--- src/rtl/mmio_uart_tx.sv ---
// mmio_uart_tx: memory-mapped 8N1 UART transmitter with a TX FIFO.
// Sits on the CPU data-memory bus beside ram; data_out is zero unless this
// block is selected and being read, so the top level can OR it with ram_out.
//
// Ports:
//   clk        sole clock, rising edge
//   reset      synchronous, active-low
//   mem_addr   CPU byte address; window decoded on [31:4], register on [3:2]
//   memrd      read strobe
//   memwr      write strobe
//   data_in    CPU write data
//   data_out   combinational read data (0 when unselected or memrd=0)
//   sel        combinational window hit
//   tx         registered serial output, idle high
//   irq        registered, enable & fifo empty & ~busy (one-cycle lag)
//
// Register map (offset = mem_addr[3:2]):
//   0 TXDATA  write pushes data_in[7:0]; reads 0
//   1 STATUS  {16'h0, count[7:0], 4'h0, overflow, empty, full, busy}
//   2 CTRL    bit0 enable (R/W); writing bit1=1 clears overflow
//   3 -       reserved
//
// Serializer states:
//   state   | meaning
//   S_IDLE  | line high, waiting for enable & queued byte
//   S_START | start bit (tx=0) for CLKS_PER_BIT cycles
//   S_DATA  | 8 data bits LSB first, CLKS_PER_BIT cycles each
//   S_STOP  | stop bit (tx=1); chains straight into S_START if more data
module mmio_uart_tx #(
  parameter logic [31:0] BASE_ADDR    = 32'hFFFF_FF00,
  parameter int unsigned CLKS_PER_BIT = 16,
  parameter int unsigned FIFO_DEPTH   = 8
) (
  input  logic        clk,
  input  logic        reset,
  input  logic [31:0] mem_addr,
  input  logic        memrd,
  input  logic        memwr,
  input  logic [31:0] data_in,
  output logic [31:0] data_out,
  output logic        sel,
  output logic        tx,
  output logic        irq
);
  localparam int PW = $clog2(FIFO_DEPTH);
  localparam int CW = PW + 1;
  localparam int BW = $clog2(CLKS_PER_BIT);
  localparam logic [BW-1:0] BAUD_LOAD = BW'(CLKS_PER_BIT - 1);
  localparam logic [CW-1:0] DEPTH_C   = CW'(FIFO_DEPTH);

  typedef enum logic [1:0] {S_IDLE, S_START, S_DATA, S_STOP} state_t;

  state_t        state_q, state_d;
  logic [BW-1:0] baud_q, baud_d;
  logic [2:0]    bit_idx_q, bit_idx_d;
  logic [7:0]    shift_q, shift_d;
  logic          tx_q, tx_d;
  logic          irq_q, irq_d;
  logic          enable_q, enable_d;
  logic          ovf_q, ovf_d;
  logic [PW-1:0] rptr_q, rptr_d;
  logic [PW-1:0] wptr_q, wptr_d;
  logic [CW-1:0] count_q, count_d;
  logic [7:0]    fifo_mem [FIFO_DEPTH];

  logic [1:0] offset;
  logic       wr_en, push, push_ok, pop, full, empty, busy, baud_done;
  logic       unused_bits;

  assign sel       = (mem_addr[31:4] == BASE_ADDR[31:4]);
  assign offset    = mem_addr[3:2];
  assign wr_en     = sel & memwr;
  assign push      = wr_en & (offset == 2'd0);
  assign full      = (count_q == DEPTH_C);
  assign empty     = (count_q == '0);
  assign push_ok   = push & ~full;
  assign busy      = (state_q != S_IDLE);
  assign baud_done = (baud_q == '0);
  assign tx        = tx_q;
  assign irq       = irq_q;
  assign unused_bits = ^{mem_addr[1:0], data_in[31:8]};

  // Serializer next state; tx is derived from the next state so it is registered.
  always_comb begin
    state_d   = state_q;
    baud_d    = baud_q;
    bit_idx_d = bit_idx_q;
    shift_d   = shift_q;
    pop       = 1'b0;
    if (busy && !baud_done) baud_d = baud_q - BW'(1);
    case (state_q)
      S_IDLE: begin
        if (enable_q && !empty) begin
          pop     = 1'b1;
          shift_d = fifo_mem[rptr_q];
          baud_d  = BAUD_LOAD;
          state_d = S_START;
        end
      end
      S_START: begin
        if (baud_done) begin
          baud_d    = BAUD_LOAD;
          bit_idx_d = '0;
          state_d   = S_DATA;
        end
      end
      S_DATA: begin
        if (baud_done) begin
          baud_d = BAUD_LOAD;
          if (bit_idx_q == 3'd7) begin
            state_d = S_STOP;
          end else begin
            bit_idx_d = bit_idx_q + 3'd1;
            shift_d   = {1'b0, shift_q[7:1]};
          end
        end
      end
      S_STOP: begin
        if (baud_done) begin
          baud_d = BAUD_LOAD;
          if (enable_q && !empty) begin
            pop     = 1'b1;
            shift_d = fifo_mem[rptr_q];
            state_d = S_START;
          end else begin
            state_d = S_IDLE;
          end
        end
      end
      default: state_d = S_IDLE;
    endcase

    case (state_d)
      S_START: tx_d = 1'b0;
      S_DATA:  tx_d = shift_d[0];
      default: tx_d = 1'b1;
    endcase
  end

  // FIFO bookkeeping and control register; full is pre-edge, so a push while
  // full is dropped even when a pop happens on the same edge.
  always_comb begin
    rptr_d   = rptr_q + PW'(pop);
    wptr_d   = wptr_q + PW'(push_ok);
    count_d  = count_q + CW'(push_ok) - CW'(pop);
    enable_d = enable_q;
    ovf_d    = ovf_q;
    if (push && full) ovf_d = 1'b1;
    if (wr_en && offset == 2'd2) begin
      enable_d = data_in[0];
      if (data_in[1]) ovf_d = 1'b0;
    end
    irq_d = enable_q & empty & ~busy;
  end

  always_ff @(posedge clk) begin
    if (!reset) begin
      state_q   <= S_IDLE;
      baud_q    <= '0;
      bit_idx_q <= '0;
      shift_q   <= '0;
      tx_q      <= 1'b1;
      irq_q     <= 1'b0;
      enable_q  <= 1'b1;
      ovf_q     <= 1'b0;
      rptr_q    <= '0;
      wptr_q    <= '0;
      count_q   <= '0;
    end else begin
      state_q   <= state_d;
      baud_q    <= baud_d;
      bit_idx_q <= bit_idx_d;
      shift_q   <= shift_d;
      tx_q      <= tx_d;
      irq_q     <= irq_d;
      enable_q  <= enable_d;
      ovf_q     <= ovf_d;
      rptr_q    <= rptr_d;
      wptr_q    <= wptr_d;
      count_q   <= count_d;
    end
  end

  // Storage needs no reset; the pointers define what is valid.
  always_ff @(posedge clk) begin
    if (reset && push_ok) fifo_mem[wptr_q] <= data_in[7:0];
  end

  always_comb begin
    data_out = '0;
    if (sel && memrd) begin
      case (offset)
        2'd1:    data_out = {16'h0, 8'(count_q), 4'h0, ovf_q, empty, full, busy};
        2'd2:    data_out = {31'h0, enable_q};
        default: data_out = '0;
      endcase
    end
  end
endmodule

--- config.mk ---
export PLATFORM = sky130hd
export DESIGN_NAME = mmio_uart_tx
export DESIGN_NICKNAME = d
export VERILOG_FILES = /design/src/rtl/mmio_uart_tx.sv
export SDC_FILE = /design/constraint.sdc
export NUM_CORES = 1
export LEC_CHECK = 0
export CORE_ASPECT_RATIO = 2
export CORE_MARGIN = 3
export CORE_UTILIZATION = 50
export DETAILED_ROUTE_END_ITERATION = 10
export PLACE_DENSITY = 0.79
export SLEW_MARGIN = 5
export SYNTH_ARGS = -nofsm -noshare
export SYNTH_HDL_FRONTEND = slang
export SYNTH_SLANG_ARGS = --single-unit
--- constraint.sdc ---
create_clock -name clk -period 4.25 [get_ports clk]
set_input_delay 1.0625 -clock clk [delete_from_list [all_inputs] [get_ports clk]]
set_output_delay 1.0625 -clock clk [all_outputs]
set_load 0.1 [all_outputs]
==> results.md, run 1 <==
- Die X-Extent: about 73 µm
- Max-slew violation total from the final report: 0
- Final standard cell count with taps included and fillers excluded: 511
- Leakage dissipation: 0.00201 µW
- Remaining global-route overflow: 0
- Required time of the critical path: 3.19 ns
- Clock transition at the registers of the reported paths: roughly 0.060 ns
- Vias/cell: around 5.6
- Hold wc startpoint: bit_idx_q[2]
- Total power density per cell area: between 500 and 600 nW/µm²
- Leading post-synthesis cells by instance count: 64 x sky130_fd_sc_hd__edfxtp_1, 37 x sky130_fd_sc_hd__nor2_1, 31 x sky130_fd_sc_hd__dfxtp_1
- Core ar.: approximately 8600 µm²
- Deepest clock path buffer count: 2
- Hold Slack: 0.474 ns
- Largest driver fanout on the critical path: 7
- Number of nets still failing antenna checks after routing: 0
- Cell area after technology mapping: about 4500 µm²
- Vias in the first global route: 3,029
- Number of enable-type register cells in the synthesized netlist: 64
- Period utilisation layout: 97.8%
- Number of cell rows: 48
- Final HPWL DP: about 6900 µm
- Routed WL: around 9300 µm
- Most numerous cell in the Yosys netlist: sky130_fd_sc_hd__edfxtp_1
- Inserted Clock Buffers: 9
- Fin Clk Skew: 0.00631 ns
- CTS Root Buffer Type: sky130_fd_sc_hd__clkbuf_16
- Post-layout instance area: 5650 µm²
- Highest ir drop seen on vdd: 608 µV
- Clock sink count: 95
- Cells taking the most area after synthesis: sky130_fd_sc_hd__edfxtp_1 43%, sky130_fd_sc_hd__dfxtp_1 14%, sky130_fd_sc_hd__mux4_2 7.6%
- Worst EP arrival: 3.10 ns
- Weighted congestion reported at the end of routability-driven placement: 0.775
- Routed vias: 2,859
- Count of input and output buffers: 52
- Cell count after placement: 492
- Kind of end point of the critical path: output port
- Final core utilization: 65.3%
- Number of nets in the layout: slightly below 500
- Status: complete, no violations
- Max-cap viol count: 0
- Number of flip-flops and latches in the synthesized netlist: 95
- N_diodes: 0
- Sequential element share of the synthesized area: between 50% and 60%
- Instance area at placement: 5270 µm²
- TritonCTS clock tree: built
- Number of top-level pins: 103
- DRC violation total after the first TritonRoute iteration: approximately 160
- Number of warning messages in the yosys log: 0
- Worst flop-to-flop path startpoint: count_q[2]
- Count of final hold-check violations: 0
- Yosys top cell area share: between 40 and 50%
- Mean area per synthesized cell: 13.0 µm²
- Cell type contributing the most total cell area after synthesis: sky130_fd_sc_hd__edfxtp_1
- Critical path start-end classification: in2out
- Synth Instances: about 340
- Most instantiated flip-flop cell in the synthesis netlist: sky130_fd_sc_hd__edfxtp_1
- Number of different library cells in the post-synthesis netlist: 57
- Antenna violations before repair: 0
- Total routing usage reported by global routing: between 10% and 20%
- Max_slew headroom: 24.2%
- Min-delay worst type: reg2reg
- Period minus WS final: around 4.2 ns
- Aggregate negative setup slack: 0 ns
- Final setup vio count: 0
- Kind of start point of the critical path: input port
- Proportion of synthesized flip-flops having asynchronous set or reset: 0%
- Tightest Pin Transition: 1.14 ns
- Area Overhead vs Synth: 26.2%
- Worst setup startpoint: mem_addr[4]
- Maximum clock rate: 241 MHz
- Largest net degree at the start of global routing: 20
- Starting density of the core: 51.7%
- Number of iterations in the first detailed-routing pass: 4
- Later-pin clock latency in the skew report: 0.34 ns
- Unrepaired setup endpoints after global routing: no
- Layout cells sized above 1: 21.4%
- Full die area: a little over 10,000 µm²
- CTS HTree Levels: 3
- Detailed-route DRC error count: 0
- Height of the chip: between 100 and 150 µm
- Routed length per placed instance: about 18 µm
- Wire length of the first global-routing pass: 14,900 µm
-- cell families after synthesis --
logic type / Yosys count / synth area share, %
flops: 95 / 56.9
other cells: 1 / 0.0839
simple gates: 95 / 11.8
compound gates: 44 / 7.08
buf+inv: 55 / 6.66
xor+xnor: 6 / 1.18
fa+ha+maj: 23 / 6.60
mux: 24 / 9.74
-- power breakdown --
group / internal [µW] / total [µW] / switching (µW)
clock network: 459 / 790 / 331
registers: 1070 / 1180 / 109
logic: 398 / 947 / 548
-- worst max-delay path: stages --
cell and delay (ns):
sky130_fd_sc_hd__dlygate4sd2_1 0.23, sky130_fd_sc_hd__or4b_1 0.50, sky130_fd_sc_hd__or4_4 0.44, sky130_fd_sc_hd__nor4_4 0.16, sky130_fd_sc_hd__buf_6 0.16, sky130_fd_sc_hd__nand3_4 0.08
sky130_fd_sc_hd__buf_12 0.16, sky130_fd_sc_hd__nor2_4 0.13, sky130_fd_sc_hd__buf_12 0.18
-- metrics by stage --
| stage | worst slack (ns) | power, µW |
|---|---|---|
| 2_1_floorplan | -1.52 | 1930 |
| 3_3_place_gp | -0.233 | 2090 |
| 3_5_place_dp | -0.268 | 2140 |
| 4_1_cts | 0.0133 | 2940 |
| 5_1_grt | 0.0369 | 3080 |
| 6_report | 0.0921 | 2910 |
-- area by class of cell --
class                      count  area [µm²]
sequential                    95        2540
inverter                      20        75.1
fill                         655        3000
timing repair buffer          64         713
tap                          100         125
clock inverter                 6        68.8
multi-input combinational    216        1890
clock buffer                  10         229
-- sequential cells by signal, summed over array words and instances, names as in the netlist --
| register | cells |
|---|---|
| wptr_q | 3 |
| count_q | 4 |
| shift_q | 8 |
| baud_q | 4 |
| bit_idx_q | 3 |
| ovf_q | 1 |
| rptr_q | 3 |
| irq | 1 |
| fifo_mem | 64 |
| tx | 1 |
| state_q | 2 |
| enable_q | 1 |
-- timing repair --
| item | in CTS | in global routing |
|---|---|---|
| pin swaps | 4 | 1 |
| endpoints found under the hold margin | 0 | 0 |
| resized for setup | 18 | 0 |
| endpoints found under the setup margin | 8 | 8 |
| hold buffers | 0 | 0 |
| setup buffers | 3 | 0 |
-- final timing paths --
check | slack, ns | end | cells past startpoint
max | 0.09 | data_out[10] | 9
min | 0.47 | bit_idx_q[2] | 2
max reg2reg | 1.44 | count_q[2] | 12
min reg2reg | 0.47 | bit_idx_q[2] | 2
-- metal layers --
metal  global-route usage, %  up-vias  share of wire [%]
li1                        -     1358                  -
met1                    19.0     1411                 34
met2                    36.4       63                 59
met3                    4.19       27                3.2
met4                    10.9        0                4.7
met5                       0        -                  0
-- placed cells by master, fill, tap and decap left out, drive strengths merged, types with 3 or more instances in the layout --
| cell | n |
|---|---|
| a21oi | 9 |
| a222oi | 6 |
| and2 | 12 |
| buf | 21 |
| clkbuf | 10 |
| clkdlybuf4s50 | 39 |
| clkinv | 3 |
| conb | 24 |
| dfxtp | 31 |
| dlygate4sd2 | 3 |
| edfxtp | 64 |
| ha | 22 |
| inv | 21 |
| mux2 | 6 |
| mux2i | 3 |
| mux4 | 15 |
| nand2 | 9 |
| nand2b | 4 |
| nand3 | 3 |
| nand4 | 8 |
| nor2 | 37 |
| nor2b | 4 |
| nor3 | 3 |
| o21ai | 8 |
| xnor2 | 4 |
No activity file was read; power rests on OpenSTA's default activity.
==> run 2: changes to the inputs <==
Settings changed: CAP_MARGIN from default to 20.
==> run 2 against run 1 <==
Compared with the run above: critical path depth stayed put; sequential cell count stayed put; global-route usage stayed put; clock skew hardly changed; design area is 0.27% higher; count of clock-buffer cells in the layout stayed put; sequential share of layout area is 0.12 points lower; cell count is 0.20% higher; register-to-register slack hardly changed; wire length is 0.14% higher; critical endpoint unchanged; total power is 0.33% higher; largest power group unchanged; non-clock buffer count is 1 higher.
==> results.md, run 2 (synthesis results as in run 1) <==
- Status: complete, no violations
- Hold wc startpoint: bit_idx_q[2]
- Remaining global-route overflow: 0 (unchanged)
- Hold Slack: 0.474 ns (+0.0000160 ns)
- Vias/cell: 5.58 (-0.23%)
- Number of iterations in the first detailed-routing pass: 4 (unchanged)
- Count of final hold-check violations: 0 (unchanged)
- Number of nets still failing antenna checks after routing: 0 (unchanged)
- Inserted Clock Buffers: 9 (unchanged)
- TritonCTS clock tree: built
- Unrepaired setup endpoints after global routing: no
- Core ar.: 8650 µm² (unchanged)
- Clock sink count: 95 (unchanged)
- Largest net degree at the start of global routing: 20 (unchanged)
- CTS HTree Levels: 3 (unchanged)
- Number of cell rows: 48 (unchanged)
- Max_slew headroom: 34.1% (+9.9 points)
- Internal power: 1930 µW (+0.34%)
- Routed WL: 9330 µm (+0.14%)
- Later-pin clock latency in the skew report: 0.34 ns (about the same)
- Number of fill cells in the layout: 653 (-0.31%)
- Final HPWL DP: 6920 µm (unchanged)
- Period minus WS final: 4.16 ns (+0.000495 ns)
- Flip-flop and latch area: 2540 µm² (unchanged)
- Full die area: 10,200 µm² (unchanged)
- Hold Buf Count CTS: 0 (unchanged)
- Post-layout instance area: 5660 µm² (+0.27%)
- Starting density of the core: 51.7% (unchanged)
- Tightest Pin Transition: 0.986 ns (-0.150 ns)
- Layout cells sized above 1: 21.6% (+0.19 points)
- Height of the chip: 140 µm (unchanged)
- Combined area of the multi-input logic cells: 1890 µm² (unchanged)
- Worst flop-to-flop path startpoint: count_q[2]
- Top reg by flops: fifo_mem
- Detailed-route DRC error count: 0 (unchanged)
- Max FFs per register: 64 (unchanged)
- Number of top-level pins: 103 (unchanged)
- Final setup vio count: 0 (unchanged)
- Worst setup startpoint: mem_addr[4]
- Min-delay worst type: reg2reg
- Antenna violations before repair: 0 (unchanged)
- Largest registers: fifo_mem: 64 flops, shift_q: 8 flops
- Power share of the clock group: 27.0% (about the same)
- Kind of end point of the critical path: output port
- Sw frac: 33.9% (about the same)
- Highest ir drop seen on vdd: 608 µV (about the same)
- Wire length of the first global-routing pass: 14,900 µm (unchanged)
- Weighted congestion reported at the end of routability-driven placement: 0.775 (unchanged)
- Vias in the first global route: 3,029 (unchanged)
- Die X-Extent: 72.9 µm (unchanged)
- Deepest clock path buffer count: 2 (unchanged)
- CTS Root Buffer Type: sky130_fd_sc_hd__clkbuf_16
- Final standard cell count with taps included and fillers excluded: 512 (+0.20%)
- Maximum clock rate: 240 MHz (about the same)
- Count of input and output buffers: 52 (unchanged)
- Fin Clk Skew: 0.00615 ns (-0.000166 ns)
- Max-slew violation total from the final report: 0 (unchanged)
- Final core utilization: 65.5% (+0.17 points)
- Commonest non-fill, non-tap cell in the layout: sky130_fd_sc_hd__edfxtp_1
- Max-cap viol count: 0 (unchanged)
- Routed length per placed instance: 18.2 µm (about the same)
- Critical path start-end classification: in2out
- Total power density per cell area: 516 nW/µm² (about the same)
- Hold depth: 2 (unchanged)
- Combinational fraction of design power: 33.1% (+0.6 points)
- Total routing usage reported by global routing: 19.6% (unchanged)
- Pre-CTS setup slack: -0.268 ns (unchanged)
- Sequential share of power: 39.9% (-0.5 points)
- DRC violation total after the first TritonRoute iteration: 121 (-23%)
- Cell count after placement: 492 (unchanged)
- Kind of start point of the critical path: input port
- Number of nets in the layout: 498 (+0.20%)
- Most frequent cells in the layout: 64 x sky130_fd_sc_hd__edfxtp_1, 39 x sky130_fd_sc_hd__clkdlybuf4s50_1, 31 x sky130_fd_sc_hd__dfxtp_1, 24 x sky130_fd_sc_hd__nor2_1, 24 x sky130_fd_sc_hd__conb_1
- Crit path setup slack, layout: 0.0916 ns (-0.000495 ns)
- Leakage dissipation: 0.00202 µW (+0.36%)
- Area Overhead vs Synth: 26.6%
- Largest driver fanout on the critical path: 7 (unchanged)
- Required time of the critical path: 3.19 ns (about the same)
- N_diodes: 0 (unchanged)
- Reported net switching power: 991 µW (+0.33%)
- R2R depth: 12 (unchanged)
- Worst EP arrival: 3.10 ns (about the same)
- Period utilisation layout: 97.8% (about the same)
- Clock transition at the registers of the reported paths: 0.06 ns (about the same)
- Routed vias: 2,858 (-0.035%)
- Instance area at placement: 5270 µm² (unchanged)
-- run 2: metrics by stage --
step,setup TNS (ns),power [µW]
floorplan,-36.82,1930
global placement,-1.66,2090
detailed placement,-2.00,2140
CTS,0,2940
global route,0,3090
finish,0,2920
-- run 2: power groups by stage --
stage / logic, µW / clock network [µW] / registers [µW]
floorplan: 738 / 0 / 1190
global placement: 900 / 0 / 1190
detailed placement: 938 / 0 / 1200
CTS: 952 / 807 / 1180
global route: 1070 / 843 / 1180
finish: 969 / 790 / 1170
-- run 2: path summary, 6_finish.rpt --
check                       to  slack (ns)
setup / recovery  data_out[10]        0.09
hold reg to reg   bit_idx_q[2]        0.47
hold / removal    bit_idx_q[2]        0.47
setup reg to reg    count_q[2]        1.43
-- run 2: routing by layer --
| metal | vias up | global-route usage [%] | share of wire, % |
|---|---|---|---|
| met5 | - | 0 | 0 |
| met4 | 0 | 10.9 | 4.6 |
| met3 | 25 | 4.19 | 3.3 |
| met2 | 70 | 36.4 | 58 |
| li1 | 1360 | - | - |
| met1 | 1403 | 19.0 | 34 |
-- run 2: what timing repair did --
item | CTS | global route
endpoints found under the hold margin | 0 | 0
pin swaps | 4 | 1
gates resized for setup | 18 | 0
endpoints found under the setup margin | 8 | 8
setup buffers | 3 | 0
-- run 2: cell type report --
| class | instances | area share, % |
|---|---|---|
| clock buffer | 10 | 4.05 |
| tap | 100 | 2.21 |
| sequential | 95 | 44.9 |
| timing repair buffer | 65 | 12.9 |
| clock inverter | 6 | 1.22 |
| inverter | 20 | 1.33 |
| multi-input combinational | 216 | 33.4 |
-- run 2: critical path, stage by stage --
cell and delay (ns):
sky130_fd_sc_hd__dlygate4sd2_1 0.23, sky130_fd_sc_hd__or4b_1 0.50, sky130_fd_sc_hd__or4_4 0.44, sky130_fd_sc_hd__nor4_4 0.16
sky130_fd_sc_hd__buf_6 0.16, sky130_fd_sc_hd__nand3_4 0.08, sky130_fd_sc_hd__buf_12 0.16, sky130_fd_sc_hd__nor2_4 0.13
sky130_fd_sc_hd__buf_12 0.18
